## src/rtl/switch_sampler.sv

```systemverilog
// -----------------------------------------------------------------------------
// switch_sampler
//
// Sampling front end of the switch debounce path. The raw push-button input is
// synchronised to clk, sampled once per tick into a SAMPLES-deep shift
// register, and judged by a two-state hysteretic FSM that drives the
// debounced level. The two newest samples also feed a downstream AND stage.
//
// Parameters:
//   TICK_DIV  clock cycles per sample strobe (>= 2)
//   SAMPLES   shift-register depth / agreeing samples to change level (2..16)
//
// Ports:
//   clk            in   system clock
//   rst            in   asynchronous, active-high reset
//   sw_in          in   raw switch input (asynchronous, bouncing)
//   tick           out  one-cycle sample strobe (combinational from counter)
//   q_1            out  newest sample, sreg[0]
//   q_2            out  previous sample, sreg[1]
//   sw_level       out  debounced switch level (registered)
//   press_pulse    out  one-cycle pulse on debounced 0->1 (registered)
//   release_pulse  out  one-cycle pulse on debounced 1->0 (registered)
//
// Configuration macro:
//   SWITCH_SAMPLER_EDGE_PULSE_EN  when defined, the press/release pulse
//   registers are built; when undefined, both pulse outputs are tied to 0.
// -----------------------------------------------------------------------------
module switch_sampler #(
  parameter int TICK_DIV = 250000,
  parameter int SAMPLES  = 2
) (
  input  logic clk,
  input  logic rst,
  input  logic sw_in,
  output logic tick,
  output logic q_1,
  output logic q_2,
  output logic sw_level,
  output logic press_pulse,
  output logic release_pulse
);

  localparam int                CNT_W    = $clog2(TICK_DIV);
  localparam logic [CNT_W-1:0]  CNT_LAST = CNT_W'(TICK_DIV - 1);

  typedef enum logic {
    RELEASED = 1'b0,
    PRESSED  = 1'b1
  } state_t;

  logic               s0;
  logic               sw_sync;
  logic [CNT_W-1:0]   cnt;
  logic [SAMPLES-1:0] sreg;
  logic               sreg_ones;
  logic               sreg_zeros;
  state_t             state;
  state_t             state_next;

  // ---------------------------------------------------------------------------
  // Two-flop synchroniser. sw_in is used nowhere else.
  // ---------------------------------------------------------------------------
  // NOTE: sequential state uses non-blocking assignments so every flop samples
  // the pre-edge value of its neighbour; blocking here would collapse the
  // two stages into one.
  always_ff @(posedge clk or posedge rst) begin
    if (rst) begin
      s0      <= 1'b0;
      sw_sync <= 1'b0;
    end else begin
      s0      <= sw_in;
      sw_sync <= s0;
    end
  end

  // ---------------------------------------------------------------------------
  // Tick counter: 0 .. TICK_DIV-1, wrapping. tick is decoded from the count so
  // it is low during and immediately after reset.
  // ---------------------------------------------------------------------------
  always_ff @(posedge clk or posedge rst) begin
    if (rst) begin
      cnt <= '0;
    end else if (cnt == CNT_LAST) begin
      cnt <= '0;
    end else begin
      cnt <= cnt + CNT_W'(1);
    end
  end

  assign tick = (cnt == CNT_LAST);

  // ---------------------------------------------------------------------------
  // Sample shift register: the newest sample enters at bit 0 on the edge that
  // closes a tick cycle.
  // ---------------------------------------------------------------------------
  always_ff @(posedge clk or posedge rst) begin
    if (rst) begin
      sreg <= '0;
    end else if (tick) begin
      sreg <= {sreg[SAMPLES-2:0], sw_sync};
    end
  end

  assign q_1        = sreg[0];
  assign q_2        = sreg[1];
  assign sreg_ones  = &sreg;
  assign sreg_zeros = ~|sreg;

  // ---------------------------------------------------------------------------
  // Debounce FSM. Only a unanimous sample window moves the state; any mixed
  // pattern holds it, giving hysteresis against bounce. The FSM looks at the
  // current (pre-shift) sreg, so a sample arriving on the same edge is judged
  // one cycle later.
  // ---------------------------------------------------------------------------
  always_ff @(posedge clk or posedge rst) begin
    if (rst) begin
      state <= RELEASED;
    end else begin
      state <= state_next;
    end
  end

  // NOTE: the default assignment at the top of a combinational block keeps
  // every path assigned, so no latch is inferred.
  always_comb begin
    state_next = state;
    case (state)
      RELEASED: if (sreg_ones)  state_next = PRESSED;
      PRESSED:  if (sreg_zeros) state_next = RELEASED;
      default:  state_next = RELEASED;
    endcase
  end

`ifdef SWITCH_SAMPLER_EDGE_PULSE_EN
  logic press_d;
  logic release_d;
`endif

  // Output decode. sw_level is the state register itself, so it is registered.
  always_comb begin
    sw_level  = (state == PRESSED);
`ifdef SWITCH_SAMPLER_EDGE_PULSE_EN
    press_d   = (state == RELEASED) && sreg_ones;
    release_d = (state == PRESSED)  && sreg_zeros;
`endif
  end

`ifdef SWITCH_SAMPLER_EDGE_PULSE_EN
  // Pulse registers load on the same edge as the state change, so each pulse
  // coincides with the first cycle of the new sw_level. They cannot both be
  // high because their decodes depend on opposite states.
  always_ff @(posedge clk or posedge rst) begin
    if (rst) begin
      press_pulse   <= 1'b0;
      release_pulse <= 1'b0;
    end else begin
      press_pulse   <= press_d;
      release_pulse <= release_d;
    end
  end
`else
  assign press_pulse   = 1'b0;
  assign release_pulse = 1'b0;
`endif

endmodule

```

## config.mk

```make
export PLATFORM = sky130hd
export DESIGN_NAME = switch_sampler
export DESIGN_NICKNAME = d
export VERILOG_FILES = /design/src/rtl/switch_sampler.sv
export SDC_FILE = /design/constraint.sdc
export NUM_CORES = 1
export LEC_CHECK = 0
export ABC_AREA = 1
export CAP_MARGIN = 40
export CORE_AREA = 2 2 62 46
export CTS_CLUSTER_SIZE = 24
export DETAILED_ROUTE_END_ITERATION = 10
export DIE_AREA = 0 0 64 48
export PLACE_DENSITY = 0.71
export SLEW_MARGIN = 10
export SYNTH_ARGS = -nofsm -noshare
export SYNTH_HDL_FRONTEND = slang
export SYNTH_SLANG_ARGS = --single-unit
```

## constraint.sdc

```tcl
create_clock -name clk -period 1.2 [get_ports clk]
set_input_delay 0.12 -clock clk [delete_from_list [all_inputs] [get_ports clk]]
set_output_delay 0.12 -clock clk [all_outputs]
set_load 0.005 [all_outputs]
```

==> parameters.txt <==
Parameter                              Value

Setup path
  Worst setup EP type ... output port
  Worst endpoint data arrival time ... 1.37 ns
  Required time of the worst setup path ... 1.08 ns
  Critical path peak fanout ... 2
  Worst setup SP type ... flop
  Startpoint-to-endpoint class of the critical path ... flop to output port

Synthesis
  YS warnings ... 0
  Most frequently used cell type in the post-synthesis netlist ... sky130_fd_sc_hd__nand2_1
  Cell area after technology mapping ... 1200 sq um
  Leading register cell type out of synthesis ... sky130_fd_sc_hd__dfrtp_1
  Async S/R FF share, synth ... 1.00
  Top cells by instance count after synthesis ... 30 x sky130_fd_sc_hd__nand2_1, 23 x sky130_fd_sc_hd__dfrtp_1, 23 x sky130_fd_sc_hd__nor2_1
  Sequential area share after synthesis ... 0.478
  Synth Register Bits ... 23
  Cells after Synth ... 144
  Area fraction of the dominant cell type after synthesis ... 0.478
  Unique masters post-synth ... 22
  Dominant cell type by area after synthesis ... sky130_fd_sc_hd__dfrtp_1
  Post-synth EDFFs ... 0
  Cells taking the most area after synthesis ... sky130_fd_sc_hd__dfrtp_1 48%, sky130_fd_sc_hd__nand2_1 9.3%, sky130_fd_sc_hd__xor2_1 8.0%, sky130_fd_sc_hd__nor2_1 7.2%, sky130_fd_sc_hd__inv_1 6.2%
  Mean instance size in the synthesized netlist ... 8.37 sq um

STA
  Final count of pins violating max slew ... 0
  Setup-violating endpoint count in the final report ... 19
  Top achievable clock speed ... 673 MHz
  Final Cycle Share ... 1.24
  Period minus WS final ... 1.49 ns
  Final total negative setup slack ... -2.75 ns
  Setup repair after global routing missed its margin ... true
  Setup Skew ... 0.00803 ns
  Setup slack of the critical path after layout ... -0.285 ns
  Final hold violation count ... 0

Route
  Aggregate routed wire length ... 3120 um
  Top routing layer in use ... met4
  Drt initial violations ... 85
  Detail-routed net length per standard cell ... 14.2 um
  Residual DRC ... 0
  Wire length on met2 ... 1590 um
  Initial DRT Pass Iterations ... 4
  Total via count after detailed routing ... 1,059
  Met3 wire length ... 144 um
  Via-per-instance ratio ... 4.81
  Routed length on met1 ... 1280 um
  ANT nets after route ... 0

Global routing
  Antenna violations before repair ... 0
  Number of global-route vias before repair ... 1,075
  Largest net degree at the start of global routing ... 24
  Global-route wire length before repair ... 4950 um
  Global router's overall resource usage ... 0.226
  Overall overflow remaining after global route ... 0

Final layout
  Layout cells sized above 1 ... 0.419
  Antenna cell count ... 0
  Nets ... 191
  Area Growth Syn to Fin ... 46.4%
  Final design utilization ... 0.729

Status
  Result of the run ... finished with violations
  Failing checks ... negative setup slack

Power
  Standby leakage power ... 0.000849 uW
  Peak supply drop ... 0.743 mV
  P per Cell Area ... 662 nW/um^2
  Total power consumption of the routed design ... 1170 uW

Placed design
  Final weighted congestion in routability-driven placement ... 0.881
  Number of buffers added on ports ... 6
  Detail Placement HPWL ... 1940 um

Floorplan
  Effective utilization at floorplan ... 0.498
  Die H ... 48 um
  Width of the die ... 64 um
  Full die area ... 3070 sq um
  Count of standard-cell rows ... 15
  Number of top-level pins ... 9
  Floorplan Core Area ... 2420 sq um

CTS
  CTS H-tree lvls ... 1
  Sinks on the clock net ... 23
  Clock latency of the later-clocked register in the worst-skew pair ... 0.32 ns
  CTS clock-pin slew for the worst setup and hold paths ... 0.13 ns
  Num CTS Buffers ... 3
  Hold_buf cts ... 0
  Clock tree from TritonCTS ... yes
  Clock Root Buffer ... sky130_fd_sc_hd__clkbuf_4
  Clock Path Buffers ... 2

Flow run
  Number of maximum-capacitance constraint violations ... 0

Hold path
  Hold/Removal Path Class ... input pin to async pin
[where the power goes]
group          leakage, uW  switching (uW)  total [uW]  internal [uW]
clock network    0.0000150             234         365            130
logic             0.000531            16.9        24.9           8.00
registers         0.000302           0.908         779            778
[critical path, cell delays in order (launching register included)]
cell                       delay [ns]
sky130_fd_sc_hd__dfrtp_1         0.46
sky130_fd_sc_hd__ha_4            0.19
sky130_fd_sc_hd__nand3_4         0.09
sky130_fd_sc_hd__inv_4           0.08
sky130_fd_sc_hd__nand3_4         0.08
sky130_fd_sc_hd__clkinv_4        0.06
sky130_fd_sc_hd__buf_6           0.08
[cells in the final DEF (no fill, tap or decap), types with 2 or more instances in the layout]
master / synthesis / layout
sky130_fd_sc_hd__buf_4: 2 / 24
sky130_fd_sc_hd__dfrtp_1: 23 / 23
sky130_fd_sc_hd__clkbuf_4: 0 / 3
sky130_fd_sc_hd__nand3_4: 1 / 4
sky130_fd_sc_hd__dlygate4sd2_1: 0 / 3
sky130_fd_sc_hd__nand2_2: 5 / 7
sky130_fd_sc_hd__nand3_1: 6 / 2
sky130_fd_sc_hd__nor2_4: 1 / 7
sky130_fd_sc_hd__nor2_2: 8 / 9
sky130_fd_sc_hd__xor2_1: 11 / 10
sky130_fd_sc_hd__buf_6: 0 / 10
sky130_fd_sc_hd__nand3_2: 2 / 3
sky130_fd_sc_hd__inv_1: 20 / 20
sky130_fd_sc_hd__conb_1: 1 / 2
sky130_fd_sc_hd__nor2_1: 23 / 16
sky130_fd_sc_hd__nand2_1: 30 / 25
sky130_fd_sc_hd__clkdlybuf4s50_1: 0 / 2
sky130_fd_sc_hd__nand2_4: 0 / 2
[flip-flops by register name (all words and copies together) (netlist names)]
| register | count |
|---|---|
| sreg | 2 |
| cnt | 18 |
| sw_sync | 1 |
| s0 | 1 |
| sw_level | 1 |
[layout make-up]
cell class | instances | area, sq um
multi-input cells | 98 | 691
fillers | 174 | 657
flip-flops and latches | 23 | 576
repair buffers | 39 | 339
inverters | 22 | 90.1
well taps | 34 | 42.5
clock buffers | 4 | 26.3
[layer usage]
metal  global-route usage  vias up
li1                     -      514
met1                0.288      509
met2                0.383       26
met3               0.0588       10
met4               0.0826        0
met5                    0        -
[final timing paths]
check	slack (ns)	from	depth (start not counted)	endpoint
max in group asynchronous	0.85	rst	3	cnt[15]
hold / removal	0.12	rst	3	cnt[1]
min in group clk	0.23	sw_in	1	s0
setup reg to reg	-0.20	cnt[0]	9	sreg[0]
setup / recovery	-0.29	cnt[0]	6	tick
hold reg to reg	0.36	s0	0	sw_sync
[kinds of logic (layout without fill, tap and decap cells)]
kind of cell | Yosys count | after routing | share of synthesized area
buf+inv | 24 | 65 | 0.0851
fa+ha+maj | 2 | 2 | 0.0187
other cells | 1 | 2 | 0.00311
xor+xnor | 11 | 11 | 0.0800
flops | 23 | 23 | 0.478
compound gates | 3 | 3 | 0.0177
simple gates | 80 | 80 | 0.318
[repair_timing]
action / in CTS / in global routing
endpoints found under the setup margin: 20 / 19
buffers inserted: 5 / 1
gates resized for setup: 28 / 24
pin swaps: 8 / 10
[metrics by stage]
step           std cells  worst slack, ns  instance area [sq um]  hold WS, ns
2_1_floorplan        145          0.00237                   1210        0.122
3_3_place_gp         210           -0.297                   1500        0.337
3_5_place_dp         210           -0.279                   1500        0.341
4_1_cts              219           -0.247                   1650        0.131
5_1_grt              220           -0.361                   1760        0.164
6_report             220           -0.285                   1760        0.118
(Power assumes the default switching activity.)
==> RTL change: new RTL, same flow settings <==
The parameter `TICK_DIV` goes from 250000 to 125000.
--- a/src/rtl/switch_sampler.sv
+++ b/src/rtl/switch_sampler.sv
@@ -26,7 +26,7 @@
 //   registers are built; when undefined, both pulse outputs are tied to 0.
 // -----------------------------------------------------------------------------
 module switch_sampler #(
-  parameter int TICK_DIV = 250000,
+  parameter int TICK_DIV = 125000,
   parameter int SAMPLES  = 2
 ) (
   input  logic clk,
Formal check against the unedited RTL: same outputs for any inputs over 10 cycles, from zero or initial values and one cycle with rst high; that may be too few to reach the edited logic, so the function may still have changed.
==> RTL change against the unedited design <==
Sequential share of layout area increased by 2.0 points. Largest power group unchanged. Cell count unchanged. Total power increased by 14%. Sequential cell count fell by 1. Final area decreased by 9.9%. Core utilization decreased by 7.2 points. Global-route usage down 3.2 points. Synthesized cell count rose by 1.4%. Maximum frequency grew 0.35%. Non-clock buffer count down 2. Area after synthesis shrank 5.2%. Wire length fell by 20%. The flow still finishes with violations (setup timing). Setup slack improved by 5.1 ps.
==> RTL change: results (changes against the unedited design) <==
| Metric | Value |
|---|---|
| Peak supply drop | 0.000551 V (-26%) |
| Failing checks | setup timing |
| Met2 global-route usage | 0.350 (-0.0333) |
| Endpoint of the most critical register-to-register path | cnt[4] |
| Most used DFF post-synth | sky130_fd_sc_hd__dfrtp_1 |
| Final weighted congestion in routability-driven placement | 0.876 (-0.56%) |
| Hold slack | 113 ps (-4.62 ps) |
| Via count of the first global-routing pass | 1,018 (-5.3%) |
| Number of buffers on the longest clock path | 2 (unchanged) |
| Fraction of layout cells with a size suffix above 1 | 0.323 (-0.0968) |
| Total Routing Usage GR | 0.193 (-0.0322) |
| Detailed Routing Iterations Pass 1 | 4 (unchanged) |
| CP Class | flop to output port |
| Clock H-tree levels | 1 (unchanged) |
| Met1 track utilization from global routing | 0.236 (-0.0517) |
| Cell types with the highest counts after synthesis | 36 x sky130_fd_sc_hd__nand2_1, 26 x sky130_fd_sc_hd__nor2_1, 22 x sky130_fd_sc_hd__dfrtp_1, 22 x sky130_fd_sc_hd__inv_1, 12 x sky130_fd_sc_hd__nand3_1 |
| Number of antenna violations at the first check in global routing | 0 (unchanged) |
| DRC violation total after the first TritonRoute iteration | 40 (-53%) |
| Skew final | 9.77 ps (+1.74 ps) |
| Arrival time reported for the critical path endpoint | 1360 ps |
| Critical Path Fanout Max | 2 (unchanged) |
| Number of CTS-inserted buffers | 3 (unchanged) |
| Clock-pin slew on the worst setup and hold paths | 120 ps |
| Setup violators final | 14 (-5) |
| Number of diodes | 0 (unchanged) |
| Half-perimeter wire length after placement | 1.75 mm (-9.8%) |
| Root buffer cell | sky130_fd_sc_hd__clkbuf_4 |
| PortBufs | 6 (unchanged) |
| Status | finished, violations left |
| Layout Nets | 191 (unchanged) |
| Maximum number of pins on one net before global-route repair | 23 (-4.2%) |
| Drt total wl | 2.51 mm (-20%) |
| Syn. warnings | 0 (unchanged) |
| Number of fill cells in the layout | 222 (+28%) |
| Fin Setup TNS | -1380 ps (+1360 ps) |
| Library cells used by synthesis | 19 (-14%) |
| Reg2reg start | cnt[0] |
| Sequential area share after synthesis | 0.482 (+0.00425) |
| Wire length of the first global-routing pass | 4.38 mm (-12%) |
| Via-per-instance ratio | 4.72 (-2.0%) |
| Worst skew pair latency | 320 ps (about the same) |
| Class of the tightest hold or removal check | input port to asynchronous set/reset pin |
| Worst-case register-to-register setup slack | -140 ps (+60 ps) |
| Number of cells traversed by the worst register-to-register path | 7 (-2) |
| Asr flop ratio synth | 1.00 (unchanged) |
| Cell types with the largest area share after synthesis | sky130_fd_sc_hd__dfrtp_1 48%, sky130_fd_sc_hd__nand2_1 12%, sky130_fd_sc_hd__nor2_1 8.5% |
| Largest registers in the final layout | cnt: 17 flops, sreg: 2 flops |
| Final Worst Setup Slack | -280 ps (+5.12 ps) |
| Leakage component of the power | 0.865 nW (+1.9%) |
| Met3 Usage GRT | 0.0400 (-0.0188) |
==> RTL change: final cells by class <==
cell class	instances	area share
well taps	34	0.0268
inverters	23	0.0543
clock buffers	3	0.0142
repair buffers	37	0.181
clock inverters	1	0.0189
flip-flops and latches	22	0.346
multi-input cells	100	0.358
==> RTL change: report_power, final <==
group	switching [mW]	internal, mW
logic	0.0158	0.00801
registers	0.000762	0.744
clock network	0.225	0.338
==> RTL change: worst max path at each step <==
| stage | endpoint | from | cells after the start | slack, ps |
|---|---|---|---|---|
| 2_1_floorplan | cnt[3] | cnt[0] | 8 | -30 |
| 3_3_place_gp | tick | cnt[1] | 8 | -320 |
| 6_report | tick | cnt[0] | 8 | -280 |
| 3_5_place_dp | tick | cnt[0] | 8 | -340 |
| 4_1_cts | tick | cnt[0] | 8 | -330 |
| 5_1_grt | tick | cnt[0] | 8 | -370 |
==> RTL change: repair_timing <==
action | CTS | global route
hold buffers | 0 | 0
gates resized for setup | 16 | 10
setup buffers | 6 | 2
endpoints found under the setup margin | 20 | 18
pin swaps | 9 | 6
==> RTL change: kinds of logic (layout without fill, tap and decap cells) <==
| kind of cell | count (synthesis) | count (layout) | share of synthesized area |
|---|---|---|---|
| buf+inv | 25 | 64 | 0.0887 |
| other cells | 1 | 2 | 0.00328 |
| flops | 22 | 22 | 0.482 |
| compound gates | 5 | 5 | 0.0285 |
| fa+ha+maj | 2 | 2 | 0.0197 |
| xor+xnor | 6 | 6 | 0.0460 |
| simple gates | 85 | 85 | 0.332 |
==> RTL change: critical path: stages, from the launching register on <==
cell                      delay [ps]
sky130_fd_sc_hd__dfrtp_1         370
sky130_fd_sc_hd__ha_2            200
sky130_fd_sc_hd__nand2_2          50
sky130_fd_sc_hd__inv_2            50
sky130_fd_sc_hd__nand2_2          50
sky130_fd_sc_hd__nor2_4           90
sky130_fd_sc_hd__nand2_2          70
sky130_fd_sc_hd__inv_2            50
sky130_fd_sc_hd__buf_2           100
==> RTL change: stage by stage <==
stage / util / power [mW] / setup slack (ps) / std cells / cell area [µm²]
final: 0.656 / 1.33 / -280 / 220 / 1590
after detailed placement: 0.588 / 0.785 / -341 / 210 / 1420
after CTS: 0.640 / 1.35 / -326 / 219 / 1550
after floorplan: - / 0.777 / -27.9 / 147 / 1150
after global routing: 0.656 / 1.38 / -374 / 220 / 1590
after global placement: 0.588 / 0.784 / -323 / 210 / 1420
==> RTL change: metal layers <==
| layer | vias up | part of all wire |
|---|---|---|
| met5 | - | 0 |
| met4 | 0 | 0.017 |
| met3 | 7 | 0.055 |
| met2 | 30 | 0.49 |
| met1 | 480 | 0.43 |
| li1 | 521 | - |
